[src/rtl/mul_seq_pkg.sv]
// Shared types and constants for the sequential shift-add multiplier.
package mul_seq_pkg;

    typedef enum logic [1:0] {
        IDLE = 2'd0,
        RUN  = 2'd1,
        DONE = 2'd2
    } state_t;

    localparam int ST_Z = 0;
    localparam int ST_C = 1;
    localparam int ST_W = 16;

endpackage

[src/rtl/mul_seq_add.sv]
// Combinational RW-bit adder with carry-out; the single shared datapath adder.
module mul_seq_add #(
    parameter int RW = 16
) (
    input  logic [RW-1:0] a,
    input  logic [RW-1:0] b,
    output logic [RW-1:0] sum,
    output logic          cout
);

    always_comb begin
        {cout, sum} = {1'b0, a} + {1'b0, b};
    end

endmodule

[src/rtl/mul_seq_ctrl.sv]
// Sequential shift-add multiplier controller: one multiplier bit per clock.
// Optional build macro MUL_SEQ_EARLY_EXIT_EN ends RUN once the multiplier has no set bits left.
module mul_seq_ctrl
    import mul_seq_pkg::*;
#(
    parameter int W  = 4,
    parameter int RW = 16
) (
    input  logic            clk,
    input  logic            rst,
    input  logic            start,
    input  logic [W-1:0]    A,
    input  logic [W-1:0]    B,
    output logic            busy,
    output logic            done,
    output logic [RW-1:0]   result,
    output logic [ST_W-1:0] acc_status,
    output state_t          dbg_state
);

    localparam int CW = (W > 1) ? $clog2(W) : 1;

    // Handshake: start is accepted only in IDLE or DONE (A/B captured then);
    // busy is high for every RUN cycle; done pulses for the single DONE cycle,
    // and result/acc_status are valid from that cycle until the next DONE.
    state_t          state_q, state_d;
    logic [RW-1:0]   acc_q, acc_d;
    logic [RW-1:0]   mcand_q, mcand_d;
    logic [W-1:0]    mplr_q, mplr_d;
    logic [CW-1:0]   cnt_q, cnt_d;
    logic            carry_q, carry_d;
    logic [RW-1:0]   result_q, result_d;
    logic [ST_W-1:0] status_q, status_d;

    logic [RW-1:0]   add_sum;
    logic            add_cout;
    logic            accept;
    logic            last_step;

    mul_seq_add #(.RW(RW)) u_add (
        .a    (acc_q),
        .b    (mcand_q),
        .sum  (add_sum),
        .cout (add_cout)
    );

    always_comb begin
        state_d   = state_q;
        acc_d     = acc_q;
        mcand_d   = mcand_q;
        mplr_d    = mplr_q;
        cnt_d     = cnt_q;
        carry_d   = carry_q;
        result_d  = result_q;
        status_d  = status_q;
        last_step = 1'b0;
        accept    = start && ((state_q == IDLE) || (state_q == DONE));

        case (state_q)
            IDLE: state_d = IDLE;
            RUN: begin
                if (mplr_q[0]) begin
                    acc_d   = add_sum;
                    carry_d = carry_q | add_cout;
                end
                mcand_d   = mcand_q << 1;
                mplr_d    = mplr_q >> 1;
                cnt_d     = cnt_q + CW'(1);
                last_step = (cnt_q == CW'(W - 1));
`ifdef MUL_SEQ_EARLY_EXIT_EN
                last_step = last_step || (mplr_d == '0);
`endif
                if (last_step) begin
                    state_d         = DONE;
                    result_d        = acc_d;
                    status_d        = '0;
                    status_d[ST_Z]  = (acc_d == '0);
                    status_d[ST_C]  = carry_d;
                end
            end
            DONE:    state_d = IDLE;
            default: state_d = IDLE;
        endcase

        // Accept overrides the IDLE/DONE exits, giving back-to-back operation from DONE.
        if (accept) begin
            state_d = RUN;
            mcand_d = {{(RW - W){1'b0}}, A};
            mplr_d  = B;
            acc_d   = '0;
            cnt_d   = '0;
            carry_d = 1'b0;
        end
    end

    always_ff @(posedge clk) begin
        if (rst) begin
            state_q  <= IDLE;
            acc_q    <= '0;
            mcand_q  <= '0;
            mplr_q   <= '0;
            cnt_q    <= '0;
            carry_q  <= 1'b0;
            result_q <= '0;
            status_q <= '0;
        end else begin
            state_q  <= state_d;
            acc_q    <= acc_d;
            mcand_q  <= mcand_d;
            mplr_q   <= mplr_d;
            cnt_q    <= cnt_d;
            carry_q  <= carry_d;
            result_q <= result_d;
            status_q <= status_d;
        end
    end

    assign busy       = (state_q == RUN);
    assign done       = (state_q == DONE);
    assign result     = result_q;
    assign acc_status = status_q;
    assign dbg_state  = state_q;

endmodule

[config.mk]
export PLATFORM = sky130hd
export DESIGN_NAME = mul_seq_ctrl
export DESIGN_NICKNAME = d
export VERILOG_FILES = /design/src/rtl/mul_seq_pkg.sv /design/src/rtl/mul_seq_add.sv /design/src/rtl/mul_seq_ctrl.sv
export SDC_FILE = /design/constraint.sdc
export NUM_CORES = 1
export LEC_CHECK = 0
export BUFFER_PORTS_ARGS = -buffer_cell sky130_fd_sc_hd__buf_2
export CAP_MARGIN = 10
export CORE_MARGIN = 4
export CORE_UTILIZATION = 50
export CTS_BUF_LIST = sky130_fd_sc_hd__clkbuf_16
export CTS_CLUSTER_DIAMETER = 120
export DETAILED_ROUTE_END_ITERATION = 7
export PLACE_DENSITY = 0.71
export SYNTH_ARGS = -nofsm -noshare
export SYNTH_HDL_FRONTEND = slang
export SYNTH_SLANG_ARGS = --single-unit
[constraint.sdc]
create_clock -name clk -period 2.85 [get_ports clk]
set_clock_uncertainty 0.05 [all_clocks]
set_input_delay 0 -clock clk [delete_from_list [all_inputs] [get_ports clk]]
set_output_delay 0 -clock clk [all_outputs]
set_load 0.02 [all_outputs]
==> impl_metrics.py <==
metrics = {
    "final_layout": {
        "finalNonFillerCells": 516,
        "seqCellArea_um2": 1180,
        "final_layout_size_suffix_gt1_frac": 0.162,
        "diodes": 0,
        "final_net_count": 463,
        "multi_input_area_um2": 1920,
        "syn2layout_area_growth_pct": 18.5,
        "nFillCells": 572,
    },
    "worst_setup_path": {
        "ff2ff_setup_slack_ns": 0.13,
        "path_common_cell": "o31a_1",
        "crit_path_end_kind": "flop",
        "max_stage_delay_ns": 0.37,
        "cp-startpoint": "acc_q[0]",
        "path_class": "reg -> reg",
        "critPathLaunchType": "flop",
        "crit_path_end": "acc_status[0]",
        "cp.required_ns": 3.04,
        "crit_arrival_ns": 2.92,
        "r2r-start": "acc_q[0]",
        "rr_worst_depth": 11,
        "crit_path_top_delay_cell": "o41ai_4",
        "worstPathCellList": "ha_1, inv_1, fa_1, nor2b_4, o31a_1, o31a_1, o41ai_4, o21ai_2, xor2_1, mux2_4, o31ai_2",
        "crit_fanout": 3,
        "r2r_end": "acc_status[0]",
    },
    "run": {
        "cap_violations": 0,
    },
    "timing": {
        "finalSetupViolations": 0,
        "final.min_clock_period_ns": 2.72,
        "slew_violations": 0,
        "relSlewSlack": 0.601,
        "rsz0062_at_grt": "yes",
        "finalHoldViolations": 0,
        "finalCritPeriodShare": 0.956,
        "fmax_mhz": 367,
        "tightest_slew_ns": 0.598,
    },
    "power_and_ir_drop": {
        "total_power_mw": 2.25,
        "swShare": 0.246,
        "p_leak_nw": 1.59,
        "switchingPower_mw": 0.551,
        "clock_power_share": 0.499,
        "p_int_mw": 1.69,
        "seqPwrFrac": 0.389,
        "vdd_drop_max_v": 0.000846,
        "p_per_area_nw_per_um2": 583,
        "power_frac_comb": 0.112,
    },
    "die": {
        "num_rows": 29,
        "dieHeight_um": 88.7,
        "ios": 47,
        "fp.coreArea_um2": 6350,
        "die_w_um": 88.7,
        "die_area_um2": 7860,
        "start_util": 0.513,
    },
    "clock_network": {
        "cts_tree": "done",
        "numCtsBuffers": 9,
        "cts_root_buffer": "clkbuf_16",
        "cts_buffer_depth": 2,
        "cts.sinks": 59,
        "clk_latency_ns": 0.33,
        "h-tree-depth": 3,
        "clk_pin_slew_ns": 0.05,
    },
    "route": {
        "wirelength_um": 7630,
        "num_vias": 2926,
        "ant_nets": 0,
        "drtIter0Drc": 141,
        "wl_per_cell_um": 14.8,
        "dr.pass1.iters": 5,
        "drc": 0,
        "viasPerCell": 5.67,
    },
    "placement": {
        "place_hpwl_um": 5110,
        "numPortBuffers": 32,
        "placed_cells": 491,
        "place_congestion": 0.861,
    },
    "synth": {
        "ys_seq_elements": 59,
        "synth_edf_count": 0,
        "synth_ff_type": "dfxtp_1",
        "seq_area_frac_synth": 0.363,
        "netlist_area_um2": 3250,
        "synth_cell_types": 58,
        "synthCells": 395,
        "async_flop_share": 0,
        "synth_warnings": 0,
        "synth.avg_cell_area_um2": 8.24,
    },
    "hold_path": {
        "min_path_type": "in -> reg",
    },
    "global_routing": {
        "grtUsageTotal": 0.212,
        "grt_pass1_wl_um": 12900,
        "grt_max_degree": 51,
        "grt_pass1_vias": 2727,
        "grt_overflow": 0,
        "antenna_found_initial": 0,
    },
    "outcome": {
        "status": "finished, final reports clean",
    },
}
[power by group through the flow]
stage / sequential, mW / combinational, mW / clock [mW]
after floorplan: 0.882 / 0.196 / 0
after global placement: 0.887 / 0.234 / 0
after detailed placement: 0.889 / 0.238 / 0
after CTS: 0.872 / 0.249 / 1.14
after global routing: 0.875 / 0.282 / 1.18
final: 0.873 / 0.252 / 1.12
[cells in the final DEF (no fill, tap or decap), drive strengths merged, types with 5 or more instances in the layout]
| cell | count |
|---|---|
| o21ai | 11 |
| a21oi | 26 |
| dfxtp | 59 |
| buf | 44 |
| conb | 14 |
| clkinv | 5 |
| xnor2 | 5 |
| clkbuf | 9 |
| nor2 | 49 |
| dlygate4sd3 | 8 |
| ha | 17 |
| inv | 5 |
| a211oi | 33 |
| nor3 | 14 |
| nor2b | 10 |
| mux2i | 8 |
| a21o | 6 |
| nand2 | 50 |
[worst min-delay path by stage]
stage | start | endpoint | slack (ns) | cells past startpoint
5_1_grt | rst | dbg_state[1] | 0.16 | 2
3_3_place_gp | B[3] | mplr_q[3] | 0.24 | 3
2_1_floorplan | A[1] | mcand_q[1] | 0.13 | 2
3_5_place_dp | B[1] | mplr_q[1] | 0.25 | 3
4_1_cts | rst | dbg_state[0] | 0.11 | 2
6_report | rst | dbg_state[0] | 0.12 | 2
[repair_timing]
item	in CTS	in global routing
endpoints found under the setup margin	0	5
buffers inserted	0	1
endpoints found under the hold margin	8	0
gates resized for setup	0	2
hold buffers	8	0
[through the flow]
step	setup WS, ns	setup TNS [ns]	hold WS, ns	instance area (µm²)	util
after floorplan	0.222	0	0.131	3300	-
after global placement	0.199	0	0.241	3450	0.543
after CTS	0.110	0	0.105	3840	0.605
after global routing	-0.0181	-0.0451	0.160	3850	0.607
final	0.125	0	0.118	3850	0.607
after detailed placement	0.124	0	0.250	3450	0.543
[final cells by class]
type,count,share of cell area
clock buffers,9,0.0584
clock inverters,7,0.0217
inverters,6,0.00584
multi-input cells,306,0.497
flip-flops and latches,59,0.306
well taps,77,0.0250
repair buffers,52,0.0857
[Yosys cell counts (all sizes together) (4+ instances only)]
cell | count | area share
mux2i | 8 | 0.025
xnor2 | 5 | 0.013
nor3 | 14 | 0.022
a311oi | 4 | 0.011
nand2 | 50 | 0.058
o21ai | 11 | 0.018
a31oi | 4 | 0.0077
inv | 4 | 0.0046
a211oi | 33 | 0.079
buf | 18 | 0.037
ha | 17 | 0.065
nor2b | 10 | 0.022
nand2b | 4 | 0.0077
a21o | 6 | 0.014
or3 | 4 | 0.0077
nand3b | 4 | 0.0092
dfxtp | 59 | 0.36
clkbuf | 19 | 0.022
nor2 | 49 | 0.057
a21oi | 26 | 0.040
[state kept, by name, summed over array words and instances (netlist names)]
signal      cells
acc_q          16
mcand_q        16
result         16
mplr_q          4
acc_status      2
cnt_q           2
dbg_state       2
carry_q         1
[worst max-delay path: cells and delay by family (launching register included)]
family          cells  cell delay, ns
flops               1            0.32
mux                 1            0.27
simple gates        1            0.05
fa+ha+maj           2            0.45
buf+inv             1            0.07
compound gates      5            1.27
xor+xnor            1            0.16
[cells by family (layout without fill, tap and decap cells)]
kind of cell	count (synthesis)	count (layout)	synth area share
compound gates	105	105	0.230
xor+xnor	6	6	0.0161
fa+ha+maj	18	18	0.0715
buf+inv	43	74	0.0661
flops	59	59	0.363
mux	9	9	0.0292
other cells	1	14	0.00115
simple gates	154	154	0.223
[per-layer routing]
layer / up-vias / global-route usage / wire length, µm
li1: 1477 / - / -
met1: 1348 / 0.271 / 3480
met2: 82 / 0.339 / 3550
met3: 19 / 0.0549 / 432
met4: 0 / 0.0852 / 170
met5: - / 0 / 0
(Power assumes the default switching activity.)
